===== config.mk =====
export PLATFORM = sky130hd
export DESIGN_NAME = spi_reg_bank
export DESIGN_NICKNAME = d
export VERILOG_FILES = /design/src/rtl/spi_reg_bank.sv
export SDC_FILE = /design/constraint.sdc
export NUM_CORES = 1
export LEC_CHECK = 0
export CAP_MARGIN = 20
export CORE_MARGIN = 1
export CORE_UTILIZATION = 55
export CTS_CLUSTER_SIZE = 10
export DETAILED_ROUTE_END_ITERATION = 16
export PLACE_DENSITY = 0.9
export SLEW_MARGIN = 20
export SYNTH_ARGS = -nofsm -noshare
export SYNTH_HDL_FRONTEND = slang
export SYNTH_SLANG_ARGS = --single-unit

===== constraint.sdc =====
create_clock -name clk -period 4.6 [get_ports clk]
set_clock_uncertainty 0.1 [all_clocks]
set_input_delay 1.38 -clock clk [delete_from_list [all_inputs] [get_ports clk]]
set_output_delay 1.38 -clock clk [all_outputs]
set_load 0.01 [all_outputs]

===== src/rtl/spi_reg_bank.sv =====
// spi_reg_bank: mode-0 SPI target exposing NUM_REGS configuration registers.
// Every SPI pin is synchronised into clk, and all of the logic runs on clk.
// A write reaches the registers only when its frame is exactly FRAME bits long.
// Read frames return the addressed register on cipo, MSB first.
//
//   state   | meaning
//   IDLE    | waiting for an ncs fall
//   ADDR    | shifting in the R/W bit and the address
//   DATA    | shifting in write data, or shifting out read data
//   COMMIT  | one cycle that applies or rejects the finished frame
module spi_reg_bank #(
    parameter int NUM_REGS    = 5,
    parameter int DATA_W      = 8,
    parameter int ADDR_W      = 7,
    parameter int SYNC_STAGES = 2
) (
    input  logic                         clk,
    input  logic                         rst,
    input  logic                         sclk,
    input  logic                         ncs,
    input  logic                         copi,
    output logic                         cipo,
    output logic                         cipo_oe,
    output logic [NUM_REGS*DATA_W-1:0]   regs,
    output logic [NUM_REGS-1:0]          wr_strobe,
    output logic                         frame_err
);

    localparam int FRAME = 1 + ADDR_W + DATA_W;
    localparam int CNT_W = $clog2(FRAME + 2);
    localparam logic [CNT_W-1:0] CNT_FRAME = CNT_W'(FRAME);
    localparam logic [CNT_W-1:0] CNT_MAX   = CNT_W'(FRAME + 1);
    localparam logic [CNT_W-1:0] CNT_ALAST = CNT_W'(ADDR_W);

    localparam logic [1:0] ST_IDLE   = 2'd0;
    localparam logic [1:0] ST_ADDR   = 2'd1;
    localparam logic [1:0] ST_DATA   = 2'd2;
    localparam logic [1:0] ST_COMMIT = 2'd3;

    logic [SYNC_STAGES-1:0] sclk_sync, ncs_sync, copi_sync;
    logic                   sclk_s, ncs_s, copi_s;
    logic                   sclk_prev, ncs_prev;
    logic                   sclk_rise, sclk_fall, ncs_rise, ncs_fall;
    logic [SYNC_STAGES-1:0] flush_sr;
    logic                   armed;

    logic [1:0]             state;
    logic [CNT_W-1:0]       bit_cnt;
    logic [FRAME-1:0]       rx_sh;
    logic [FRAME-1:0]       rx_next;
    logic [ADDR_W-1:0]      addr_now;
    logic                   rw_now;
    logic                   rd_active;
    logic [DATA_W-1:0]      tx_sh;
    logic                   cipo_q;
    logic [DATA_W-1:0]      snap;

    logic                   c_rw;
    logic [ADDR_W-1:0]      c_addr;
    logic [DATA_W-1:0]      c_data;
    logic [NUM_REGS-1:0]    c_hit;

    logic [DATA_W-1:0]      reg_q [NUM_REGS];

    // Synchroniser chains. ncs resets high so that reset looks like "not selected".
    always_ff @(posedge clk or posedge rst) begin
        if (rst) begin
            sclk_sync <= '0;
            ncs_sync  <= '1;
            copi_sync <= '0;
        end else begin
            sclk_sync <= {sclk_sync[SYNC_STAGES-2:0], sclk};
            ncs_sync  <= {ncs_sync[SYNC_STAGES-2:0], ncs};
            copi_sync <= {copi_sync[SYNC_STAGES-2:0], copi};
        end
    end

    assign sclk_s = sclk_sync[SYNC_STAGES-1];
    assign ncs_s  = ncs_sync[SYNC_STAGES-1];
    assign copi_s = copi_sync[SYNC_STAGES-1];

    // Previous value of each synchronised strobe, used for edge detection.
    always_ff @(posedge clk or posedge rst) begin
        if (rst) begin
            sclk_prev <= 1'b0;
            ncs_prev  <= 1'b1;
        end else begin
            sclk_prev <= sclk_s;
            ncs_prev  <= ncs_s;
        end
    end

    // After reset the ncs chain still holds its reset ones, so a pin that is
    // already low would look like a fresh fall. A frame may only start once a
    // real high level has made it through the chain.
    always_ff @(posedge clk or posedge rst) begin
        if (rst) begin
            flush_sr <= '0;
            armed    <= 1'b0;
        end else begin
            flush_sr <= {flush_sr[SYNC_STAGES-2:0], 1'b1};
            armed    <= armed | (flush_sr[SYNC_STAGES-1] & ncs_s);
        end
    end

    assign sclk_rise = sclk_s & ~sclk_prev;
    assign sclk_fall = ~sclk_s & sclk_prev;
    assign ncs_rise  = ncs_s & ~ncs_prev;
    assign ncs_fall  = armed & ~ncs_s & ncs_prev;

    assign rx_next  = {rx_sh[FRAME-2:0], copi_s};
    assign addr_now = rx_next[ADDR_W-1:0];
    assign rw_now   = rx_next[ADDR_W];

    assign c_rw   = rx_sh[FRAME-1];
    assign c_addr = rx_sh[DATA_W +: ADDR_W];
    assign c_data = rx_sh[DATA_W-1:0];

    // Address decode for the read snapshot and the write commit. An
    // out-of-range address matches nothing, so the snapshot stays zero.
    always_comb begin
        snap  = '0;
        c_hit = '0;
        for (int i = 0; i < NUM_REGS; i++) begin
            if (addr_now == ADDR_W'(i)) snap = reg_q[i];
            if (c_addr == ADDR_W'(i))   c_hit[i] = 1'b1;
        end
    end

    // Frame FSM, receive shift register, bit counter and read-data shifter.
    always_ff @(posedge clk or posedge rst) begin
        if (rst) begin
            state     <= ST_IDLE;
            bit_cnt   <= '0;
            rx_sh     <= '0;
            rd_active <= 1'b0;
            tx_sh     <= '0;
            cipo_q    <= 1'b0;
        end else begin
            case (state)
                ST_IDLE: begin
                    cipo_q <= 1'b0;
                    if (ncs_rise) begin
                        state <= ST_COMMIT;
                    end else if (ncs_fall) begin
                        state     <= ST_ADDR;
                        bit_cnt   <= '0;
                        rx_sh     <= '0;
                        rd_active <= 1'b0;
                        tx_sh     <= '0;
                    end
                end
                ST_ADDR, ST_DATA: begin
                    if (ncs_rise) begin
                        state  <= ST_COMMIT;
                        cipo_q <= 1'b0;
                    end else begin
                        if (sclk_rise && !ncs_s) begin
                            rx_sh <= rx_next;
                            if (bit_cnt != CNT_MAX) bit_cnt <= bit_cnt + 1'b1;
                            if (state == ST_ADDR && bit_cnt == CNT_ALAST) begin
                                state     <= ST_DATA;
                                rd_active <= ~rw_now;
                                tx_sh     <= rw_now ? '0 : snap;
                            end
                        end
                        if (sclk_fall && state == ST_DATA && rd_active) begin
                            cipo_q <= tx_sh[DATA_W-1];
                            tx_sh  <= {tx_sh[DATA_W-2:0], 1'b0};
                        end
                    end
                end
                default: begin
                    state     <= ST_IDLE;
                    bit_cnt   <= '0;
                    rd_active <= 1'b0;
                    cipo_q    <= 1'b0;
                end
            endcase
        end
    end

    // Commit: only an exact-length frame may write; any other non-empty frame
    // is reported as an error.
    always_ff @(posedge clk or posedge rst) begin
        if (rst) begin
            for (int i = 0; i < NUM_REGS; i++) reg_q[i] <= '0;
            wr_strobe <= '0;
            frame_err <= 1'b0;
        end else begin
            wr_strobe <= '0;
            frame_err <= 1'b0;
            if (state == ST_COMMIT) begin
                if (bit_cnt == CNT_FRAME) begin
                    if (c_rw) begin
                        for (int i = 0; i < NUM_REGS; i++) begin
                            if (c_hit[i]) begin
                                reg_q[i]     <= c_data;
                                wr_strobe[i] <= 1'b1;
                            end
                        end
                    end
                end else if (bit_cnt != '0) begin
                    frame_err <= 1'b1;
                end
            end
        end
    end

    for (genvar g = 0; g < NUM_REGS; g++) begin : g_regs
        assign regs[g*DATA_W +: DATA_W] = reg_q[g];
    end

    assign cipo    = cipo_q;
    assign cipo_oe = ~ncs_s;

endmodule


Yosys cells after proc, flatten, opt, wreduce, memory -nomap -nowiden:

Index checks and enable logic that the tools add are counted.

* register bits: 90
* input bits: 5

* equality and inequality tests: 26
* add/subtract/negate cells: 1
* bitwise operators: 12
* mux-type cells: 55
* reduce and logical (&&, ||, !) cells: 21

Operators with widths (number)
* 8-bit 2-to-1 mux: 12
* 16-bit 2-to-1 mux: 4
* 5-bit 2-to-1 mux: 8
* 16-bit one-hot mux with 2 select lines: 1
* 7-bit by 2-bit equality test with 1-bit output (second input constant): 4
* 1-bit 2-to-1 mux: 21
* 4-bit AND reduction: 5
* 3-bit inequality test (second input constant): 6
* 8-bit one-hot mux with 2 select lines: 1
* 5-bit AND reduction: 3
* 7-bit by 1-bit equality test with 1-bit output (second input constant): 2
* 7-bit by 3-bit equality test with 1-bit output (second input constant): 2
* 7-bit logical NOT: 2
* 2-bit inequality test (second input constant): 6
* 2-bit 2-to-1 mux: 5
* 5-bit one-hot mux with 2 select lines: 1
* 1-bit bitwise AND: 6
* 6-bit AND reduction: 1
* 5-bit by 1-bit adder with 5-bit output (second input constant): 1
* 5-bit by 3-bit equality test with 1-bit output (second input constant): 1
* 5-bit equality test (second input constant): 1
* 5-bit inequality test (second input constant): 1
* 1-bit NOT: 5
* 5-bit nonzero test: 1
* other kinds (11): 15

Logic depth before layout (Yosys ltp):

Gate-level depths: netlist of run 1.

* word-level depth: 12
* depth in mapped cells: 8
* gate-level depth less buffers: 6

Worst setup path after synthesis of run 1:

Ideal clock, no wire load.

* path kind: reg-to-reg
* start: register bit_cnt[0]
* end: register reg_q, in the netlist regs[24]
* path buffers: 1
* required time: 4.372 ns
* slack: 2.371 ns
* library setup time: 0.128 ns
* arrival: 2.001 ns
* clock period less this slack: 2.229 ns
* stages on the path, launching flop included: 8
* path through: dfrtp_1 inv_1 ha_1 or3b_1 nor4_4 and3_1 buf_4 mux2_1

* cells in the longest elaborated chain, start to end: 2

RTL lines
* from (decl): RTL line 48 `logic [CNT_W-1:0] bit_cnt;`
* from (signal assigned): RTL line 160 `if (bit_cnt != CNT_MAX) bit_cnt <= bit_cnt + 1'b1;`
* 5-bit equality test: RTL line 194 `if (bit_cnt == CNT_FRAME) begin`
* 4-bit AND reduction (no source line)
* to (signal, indexed assignment): RTL line 198 `reg_q[i] <= c_data;`
* to (decl): RTL line 63 `logic [DATA_W-1:0] reg_q [NUM_REGS];`

Every way passes these cells.
A chain may end at the register's enable or synchronous reset.

Worst setup path after layout of run 1:

* start: register ncs_sync[1]
* end: output port cipo_oe

* cells in the longest elaborated chain, start to end: 1

RTL lines
* from (decl): RTL line 40 `logic [SYNC_STAGES-1:0] sclk_sync, ncs_sync, copi_sync;`
* from (signal assigned): RTL line 73 `ncs_sync <= {ncs_sync[SYNC_STAGES-2:0], ncs};`
* 1-bit NOT: RTL line 215 `assign cipo_oe = ~ncs_s;`
* to (decl): RTL line 23 `output logic cipo_oe,`

Every way passes these cells.

==> results.md, run 1 <==
Timing:
- The count of endpoints failing hold in the final timing report is 0.
- The final sum of negative setup slack is 0 ns.
- The time the worst path needs with I/O delays and setup is ~3 ns.
- The number of max-slew violations in the final report is 0.
- The setup slack of the critical path after layout is around 1.6 ns.
- The total of endpoints with negative setup slack in the final report is 0.
- The transition time at the pin with the least slew margin is between 0.9 and 1 ns.
- Setup repair after global routing left no endpoint under its margin.
- Based on the critical path, the design can be clocked at up to 332.5 MHz.
- The max-slew headroom at the worst pin is 38.80%.
- The worst path uses around 65% of the clock period.

Drt:
- The routed length on met1 is approximately 3700 µm.
- The met3 wire length is approximately 500 µm.
- After the first detailed-routing iteration, the DRC count stood at 225.
- In the final routed layout, each cell accounts on average for 17.63 µm.
- The detailed router placed between 2000 and 3000 vias in this run.
- The count of nets left with antenna violations once routing finished came out at 0.
- After detailed routing, the number of remaining DRC violations is 0.
- After detailed routing, the met2 layer carries approximately 4500 µm of wire.
- In the routed layout, each cell is associated on average with a via count of 5.918.
- The final layout contains routed wiring with a total length of 8831 µm.
- The uppermost layer routed is met4.
- The first detailed-routing pass took 5 iterations.

Place:
- Detailed placement ended at an HPWL of about 6000 µm.
- At the end of routability-driven placement, the weighted congestion stood at 0.8476.
- Before CTS, the worst setup slack after placement is between 1 and 1.5 ns.
- The number of buffer cells added on primary ports is between 50 and 60.

Synthesis:
- In the post-synthesis netlist, the biggest area contributors are sky130_fd_sc_hd__dfrtp_1, sky130_fd_sc_hd__mux2_2, sky130_fd_sc_hd__nand2_1.
- Summed over its instances, the top area cell type makes up 53.87% of the synthesized netlist area.
- After synthesis, flip-flops and latches occupy 55.82% of the total area.
- The synthesized netlist occupies a cell area of 4041 µm².
- The count of distinct cell types in the synthesized netlist is 51.
- The post-synthesis cell count is between 300 and 400.
- The number of flops mapped to enable cells by yosys is 0.
- Of all cell types, the one taking the most synthesized area is sky130_fd_sc_hd__dfrtp_1.
- The number of nets in the synthesized netlist is approximately 360.
- Yosys printed 0 warnings.
- The most used flip-flop cell after synthesis is sky130_fd_sc_hd__dfrtp_1.
- The number of synthesized register bits is 90.
- The most frequent cell after synthesis is sky130_fd_sc_hd__dfrtp_1.
- For this run, asynchronously set or reset flops after synthesis account for 100.0%.
- Each instance of the synthesized netlist takes up on average 11.51 µm².
- By count the netlist is led by sky130_fd_sc_hd__dfrtp_1, sky130_fd_sc_hd__nand2_1, sky130_fd_sc_hd__mux2_2.

Layout:
- The combined area of the multi-input logic cells is 1688 µm².
- The number of nets in the layout is between 400 and 500.
- The sequential cells in the finished layout cover a total of 2256 µm².
- At the end of the flow the core is filled with cells to 69.32%.
- Relative to the synthesized area, the layout overhead comes to 19.10%.
- The repair_antennas step left the layout with diodes totalling 0.
- After filler insertion, the fill cell instance count of the layout stands at 470.
- The post-route netlist has between 10% and 20% of its cells at a drive strength greater than 1.

Job:
- The number of maximum-capacitance constraint violations is 0.

Clocking:
- The total number of H-tree levels is 3.
- The number of clock buffers added by TritonCTS is 9.
- The hold-fix buffer count after cts is 0.
- After clock tree synthesis, the clock-pin slew on the worst setup and hold paths is ~0.08 ns.
- The number of gates given a new drive strength after cts is 0.
- The TritonCTS clock tree is built.
- The buffers inserted during post-CTS setup optimization is 0.
- Clock latency on the worst-skew pair, taken at its later pin, is between 0.3 and 0.4 ns.
- The number of sinks driven by the clock tree is 90.
- Clock tree synthesis selected as its root buffer the cell sky130_fd_sc_hd__clkbuf_8.
- The maximum number of buffers from clock root to sink is 2.

Worst setup path:
- In this run the worst path has a maximum fanout of 9.
- The master of the slowest instance on the critical path is sky130_fd_sc_hd__dfstp_2.
- STA classifies the critical path endpoint as an output port.
- STA classifies the critical path startpoint as a flip-flop.
- Traced cell by cell, the critical path runs through inv_1, clkdlybuf4s50_1.
- The critical path ends at cipo_oe.
- For this run, the slowest stage of the critical path takes a little over 0.6 ns.
- The number of cells on the worst reg-to-reg path is 5.
- The critical path starts at ncs_sync[1].
- The critical path class is flip-flop to output port.
- The endpoint arrival time on the critical path is 1.53 ns.
- The startpoint identified for the worst register-to-register timing path is state[1].
- Data on the critical path is required at its endpoint by about 3.1 ns.
- The reg-to-reg endpoint is rx_sh[14].
- The worst reg-to-reg setup slack is between 1.5 and 2 ns.

Global routing:
- The maximum number of pins on one net before global-route repair is 35.
- The number of antenna violations at the first check in global routing came to 0.
- The wire length of the first global-routing pass is ~14000 µm.
- The number of global-route vias before repair was around 3000.
- The total global routing track utilization is 24.58%.
- The global route total overflow is 0.

Power:
- The static leakage is 2.211 nW.
- Across the VDD grid, the largest voltage drop is 312.5 µV.
- The power density normalized to cell area is ~460 nW/µm².

Die:
- The die covers 7695 µm².
- The total I/O pin count is 53.
- The x dimension of the die is between 80 and 90 µm.
- The die height is 87.72 µm.
- For this configuration, the core starts out at a cell density of about 58%.
- After floorplanning, the core was divided into 30 placement rows.
- The floorplan step defined a core boundary enclosing just under 7000 µm².

Worst hold path:
- The min-delay analysis places its worst path in the category flip-flop to flip-flop.

Status:
- The run finished with clean final reports.
[where the power goes]
part | switching [mW] | internal, mW
clock | 0.274 | 0.197
sequential | 0.105 | 0.883
combinational | 0.505 | 0.247
total | 0.885 | 1.33
[cell families (layout without fill, tap and decap cells)]
group	count (synthesis)	count (layout)	share of synthesized area, %
compound gates	66	66	11.02
fa+ha+maj	7	7	2.167
flops	90	90	55.82
buf+inv	29	83	2.849
other cells	1	1	0.09279
mux	51	51	13.87
simple gates	107	107	14.18
[per-stage QoR]
step	hold slack (ns)	instances	power [mW]	cell area, µm²
2_1_floorplan	0.2312	351	1.545	4041
4_1_cts	0.2613	501	2.184	4802
5_1_grt	0.2676	501	2.335	4813
3_3_place_gp	0.2317	485	1.675	4638
3_5_place_dp	0.2388	485	1.722	4638
6_report	0.2605	501	2.211	4813
[cells in the final DEF, fill, tap and decap left out, types with 7 or more instances in the layout]
| cell type | n |
|---|---|
| sky130_fd_sc_hd__nand2_1 | 46 |
| sky130_fd_sc_hd__dfrtp_1 | 87 |
| sky130_fd_sc_hd__mux2_2 | 32 |
| sky130_fd_sc_hd__clkdlybuf4s50_1 | 52 |
| sky130_fd_sc_hd__o21ai_0 | 20 |
| sky130_fd_sc_hd__a31oi_1 | 8 |
| sky130_fd_sc_hd__nor2_1 | 16 |
| sky130_fd_sc_hd__mux2_1 | 8 |
| sky130_fd_sc_hd__o22ai_1 | 7 |
| sky130_fd_sc_hd__a21oi_1 | 8 |
| sky130_fd_sc_hd__ha_1 | 7 |
| sky130_fd_sc_hd__and3_1 | 10 |
| sky130_fd_sc_hd__inv_1 | 12 |
| sky130_fd_sc_hd__o221ai_1 | 7 |
| sky130_fd_sc_hd__clkbuf_8 | 9 |
| sky130_fd_sc_hd__mux2i_1 | 11 |
[routing by layer]
metal,track usage (%),vias to the layer above
met2,41.09,116
li1,-,1350
met1,31.59,1468
met5,0,-
met3,4.524,31
met4,10.43,0
[how the worst min path moves through the flow]
stage,to,slack [ns],cells past startpoint,start
after CTS,ncs_sync[1],0.26,0,ncs_sync[0]
after detailed placement,copi_sync[1],0.24,0,copi_sync[0]
after global routing,ncs_sync[1],0.27,0,ncs_sync[0]
final,ncs_sync[1],0.26,0,ncs_sync[0]
after global placement,sclk_sync[1],0.23,0,sclk_sync[0]
after floorplan,copi_sync[1],0.23,0,copi_sync[0]
[final cells by class]
| cell class | count | area share, % |
|---|---|---|
| timing repair buffer | 54 | 11.13 |
| tap | 96 | 2.495 |
| inverter | 13 | 1.040 |
| sequential | 90 | 46.87 |
| multi-input combinational | 232 | 35.07 |
| clock inverter | 4 | 0.5979 |
| clock buffer | 12 | 2.807 |
[critical path, delay by kind of cell (launching register included)]
family | cells | cell delay [ns]
buffers and inverters | 2 | 0.54
DFF | 1 | 0.62
[registers in the layout, indices dropped and copies added (netlist names)]
| register | cells |
|---|---|
| sclk_prev | 1 |
| frame_err | 1 |
| armed | 1 |
| ncs_sync | 2 |
| rd_active | 1 |
| tx_sh | 8 |
| copi_sync | 2 |
| cipo | 1 |
| wr_strobe | 5 |
| flush_sr | 2 |
| regs | 40 |
| bit_cnt | 5 |
| ncs_prev | 1 |
| sclk_sync | 2 |
| state | 2 |
| rx_sh | 16 |
No activity file was read; power rests on OpenSTA's default activity.
==> inputs of run 2 (changes only) <==
--- a/config.mk
+++ b/config.mk
@@ -7,10 +7,10 @@
 export LEC_CHECK = 0
 export CAP_MARGIN = 20
 export CORE_MARGIN = 1
-export CORE_UTILIZATION = 55
+export CORE_UTILIZATION = 49
 export CTS_CLUSTER_SIZE = 10
 export DETAILED_ROUTE_END_ITERATION = 16
-export PLACE_DENSITY = 0.9
+export PLACE_DENSITY = 0.85
 export SLEW_MARGIN = 20
 export SYNTH_ARGS = -nofsm -noshare
 export SYNTH_HDL_FRONTEND = slang
==> constraint.sdc (replaced) <==
create_clock -name clk -period 2.4 [get_ports clk]
set_clock_uncertainty 0.1 [all_clocks]
set_input_delay 0.72 -clock clk [delete_from_list [all_inputs] [get_ports clk]]
set_output_delay 0.72 -clock clk [all_outputs]
set_load 0.01 [all_outputs]
==> run 2 against run 1 <==
Net effect: final area increased by 3.0%; via count decreased by 0.17%; critical path depth unchanged; clock power increased by 120%; sequential share of layout area decreased by 1.4 points; largest cell class unchanged.
==> results.md, run 2 (same netlist as run 1, synthesis figures left out) <==
Drt:
- The aggregate routed wire length is about 9000 µm.
- Summing over every cut layer, the via total after detailed routing is slightly below 3000.
- After the first detailed-routing iteration, the DRC count stood at approximately 170.
- The count of antenna-violating nets left after detailed routing is 0.
- The number of vias per cell after detailed routing is roughly 5.7.
- The DRC violation count after routing is 0.
- The number of optimization iterations in the first detailed-route pass is 4.
- The wire length per cell after detailed routing is ~17 µm.

Clocking:
- CTS built an H-tree with a depth of 3.
- Buffers inserted during clock tree synthesis total 9.
- For this design, the sink count on the clock tree is 90.
- Clock latency on the worst-skew pair, taken at its later pin, is about 0.36 ns.
- The cell chosen for the clock root is sky130_fd_sc_hd__clkbuf_8.
- TritonCTS built the clock tree.
- Clock-pin slew was measured on the worst setup and hold paths at about 0.090 ns.
- The maximum number of buffers from clock root to sink is 2.

Status:
- The flow ran to the end, and the final reports show no timing, DRC or antenna violations.

Power:
- The fraction of power consumed by combinational cells is between 30% and 40%.
- The internal power of the cells is around 2.7 mW.
- The fraction of power spent switching nets is around two fifths.
- The part of the power in registers is 42.4%.
- The power density normalized to cell area is approximately 900 nW/µm².
- In this run the power spent charging and discharging nets is 1.734 mW.
- Per report_power, the clock group accounts for a little under a quarter of the total.
- The largest vdd supply drop is between 500 and 600 µV.
- For this design the static power due to leakage is 2.326 nW.

Die:
- Measured along the y axis, the die boundary spans ~93 µm.
- The standard cell core area is slightly below 8000 µm².
- The starting density of the core is 51.50%.
- During I/O placement, the number of pins put on the boundary was 53.
- The total number of placement rows is 32.
- The die covers 8615 µm².
- The x dimension of the die is around 93 µm.

Timing:
- The count of endpoints failing hold in the final timing report came to 0.
- Based on the critical path, the design can be clocked at up to between 400 and 500 MHz.
- The ratio of final minimum period to clock period is 96.39%.
- The total of endpoints with negative setup slack in the final report is 0.
- In this run the tightest slew margin relative to its limit is between 40% and 50%.
- The transition time at the pin with the least slew margin is 0.7758 ns.
- The number of max-slew violations in the final report was 0.
- Subtracting the final worst setup slack from the clock period gives about 2.3 ns.
- Setup repair after global routing left no endpoint under its margin.
- For the final routed database, the setup TNS stands at 0 ns.

Worst setup path:
- STA puts the critical path data arrival time at roughly 1.5 ns.
- STA classifies the critical path endpoint as an output port.
- The critical path class is flip-flop to output port.
- Setup slack on the worst reg-to-reg path comes out at 0.15 ns.
- Of all nets on the critical path, the largest fanout is 6.
- STA classifies the critical path startpoint as a flip-flop.
- Data on the critical path is required at its endpoint by between 1.5 and 2 ns.

Layout:
- Counting the fill cells in the layout gives 598.
- The register with the most flip-flops in the layout has 40 of them.
- In the layout the commonest cells are sky130_fd_sc_hd__dfrtp_1, sky130_fd_sc_hd__clkdlybuf4s50_1, sky130_fd_sc_hd__nand2_1.
- The final antenna diode count is 0.
- The net count of the finished layout is approximately 420.
- Once layout is complete, the cells apart from fillers number a little over 500.
- The layout overhead on the synthesized area is 22.66%.
- The post-route netlist has between 15 and 20% of its cells at a drive strength greater than 1.
- The most common cell after layout, fill and taps aside is sky130_fd_sc_hd__dfrtp_1.

Global routing:
- The wire length of the first global-routing pass is 14450 µm.
- The total global routing track utilization is ~22%.
- The maximum number of pins on one net before global-route repair is 91.
- The global route total overflow is 0.
- The number of antenna violations at the first check in global routing is 0.
- The number of global-route vias before repair is approximately 2900.

Place:
- The number of buffer cells added on primary ports is 52.
- The half-perimeter wire length of the detailed placement result is around 6000 µm.
- The number of placed instances, taps included, is roughly 500.
- At the end of routability-driven placement, the weighted congestion stood at around 0.79.

Job:
- Across the run, the number of max-cap violations was 0.

Worst hold path:
- The class of the worst hold path is flip-flop to flip-flop.
## run 2: cell count changes in the layout (fill, tap and decap cells not counted)
| cell | delta |
|---|---|
| sky130_fd_sc_hd__bufinv_16 | +1 |
| sky130_fd_sc_hd__o2111ai_2 | +1 |
| sky130_fd_sc_hd__clkinvlp_4 | -1 |
| sky130_fd_sc_hd__inv_6 | +2 |
| sky130_fd_sc_hd__nand3b_2 | -1 |
| sky130_fd_sc_hd__nand3b_4 | +1 |
| sky130_fd_sc_hd__clkbuf_1 | -2 |
| sky130_fd_sc_hd__inv_8 | +1 |
| sky130_fd_sc_hd__buf_4 | +8 |
| sky130_fd_sc_hd__clkinv_2 | -1 |
| sky130_fd_sc_hd__buf_12 | +2 |
| sky130_fd_sc_hd__o2111ai_4 | -1 |
## run 2: worst max-delay path, stage by stage (launching register included)
cell and delay [ns]:
sky130_fd_sc_hd__dfstp_2 0.59, sky130_fd_sc_hd__inv_1 0.07, sky130_fd_sc_hd__clkdlybuf4s50_1 0.47
## run 2: power groups by stage
stage / Sequential (mW) / Clock (mW) / Combinational (mW)
2_1_floorplan: 1.83 / 0 / 1.13
3_3_place_gp: 1.91 / 0 / 1.42
3_5_place_dp: 1.92 / 0 / 1.49
4_1_cts: 1.89 / 1.06 / 1.50
5_1_grt: 1.91 / 1.14 / 1.70
6_report: 1.90 / 1.05 / 1.52
## run 2: path summary, 6_finish.rpt
check                       startpoint  cells past startpoint            to
min reg2reg                ncs_sync[0]                      0   ncs_sync[1]
min in group asynchronous          rst                      3  copi_sync[0]
min                        ncs_sync[0]                      0   ncs_sync[1]
max reg2reg                 bit_cnt[0]                      7      regs[30]
max                        ncs_sync[1]                      2       cipo_oe
max in group asynchronous          rst                      3      ncs_prev
## run 2: what timing repair did
action	in CTS	in global routing
gates resized for setup	0	1
setup buffers	0	3
hold buffers	0	0
endpoints found under the setup margin	0	17
## run 2: cell type report
class | instances | area [µm²] | area share (%)
clock buffer | 10 | 127.6 | 2.574
clock inverter | 6 | 72.57 | 1.464
inverter | 13 | 52.55 | 1.060
multi-input combinational | 232 | 1685 | 34.00
sequential | 90 | 2256 | 45.51
tap | 102 | 127.6 | 2.574
timing repair buffer | 64 | 635.6 | 12.82
## run 2: through the flow
step	util (%)	hold slack [ns]	cell area (µm²)	total power, mW	setup slack (ns)
after floorplan	-	0.2312	4045	2.961	0.1713
after global placement	60.22	0.2335	4726	3.330	0.1761
after detailed placement	60.22	0.2448	4726	3.404	0.06182
after CTS	62.77	0.2608	4926	4.455	0.02577
after global routing	63.17	0.2680	4957	4.750	0.03258
final	63.17	0.2604	4957	4.472	0.08663
## run 2: per-layer routing
metal	share of wire, %	track usage, %	up-vias
met2	50	34.87	81
met5	0	0	-
li1	-	-	1377
met1	44	29.57	1480
met4	3.1	10.90	0
met3	3.3	2.545	22
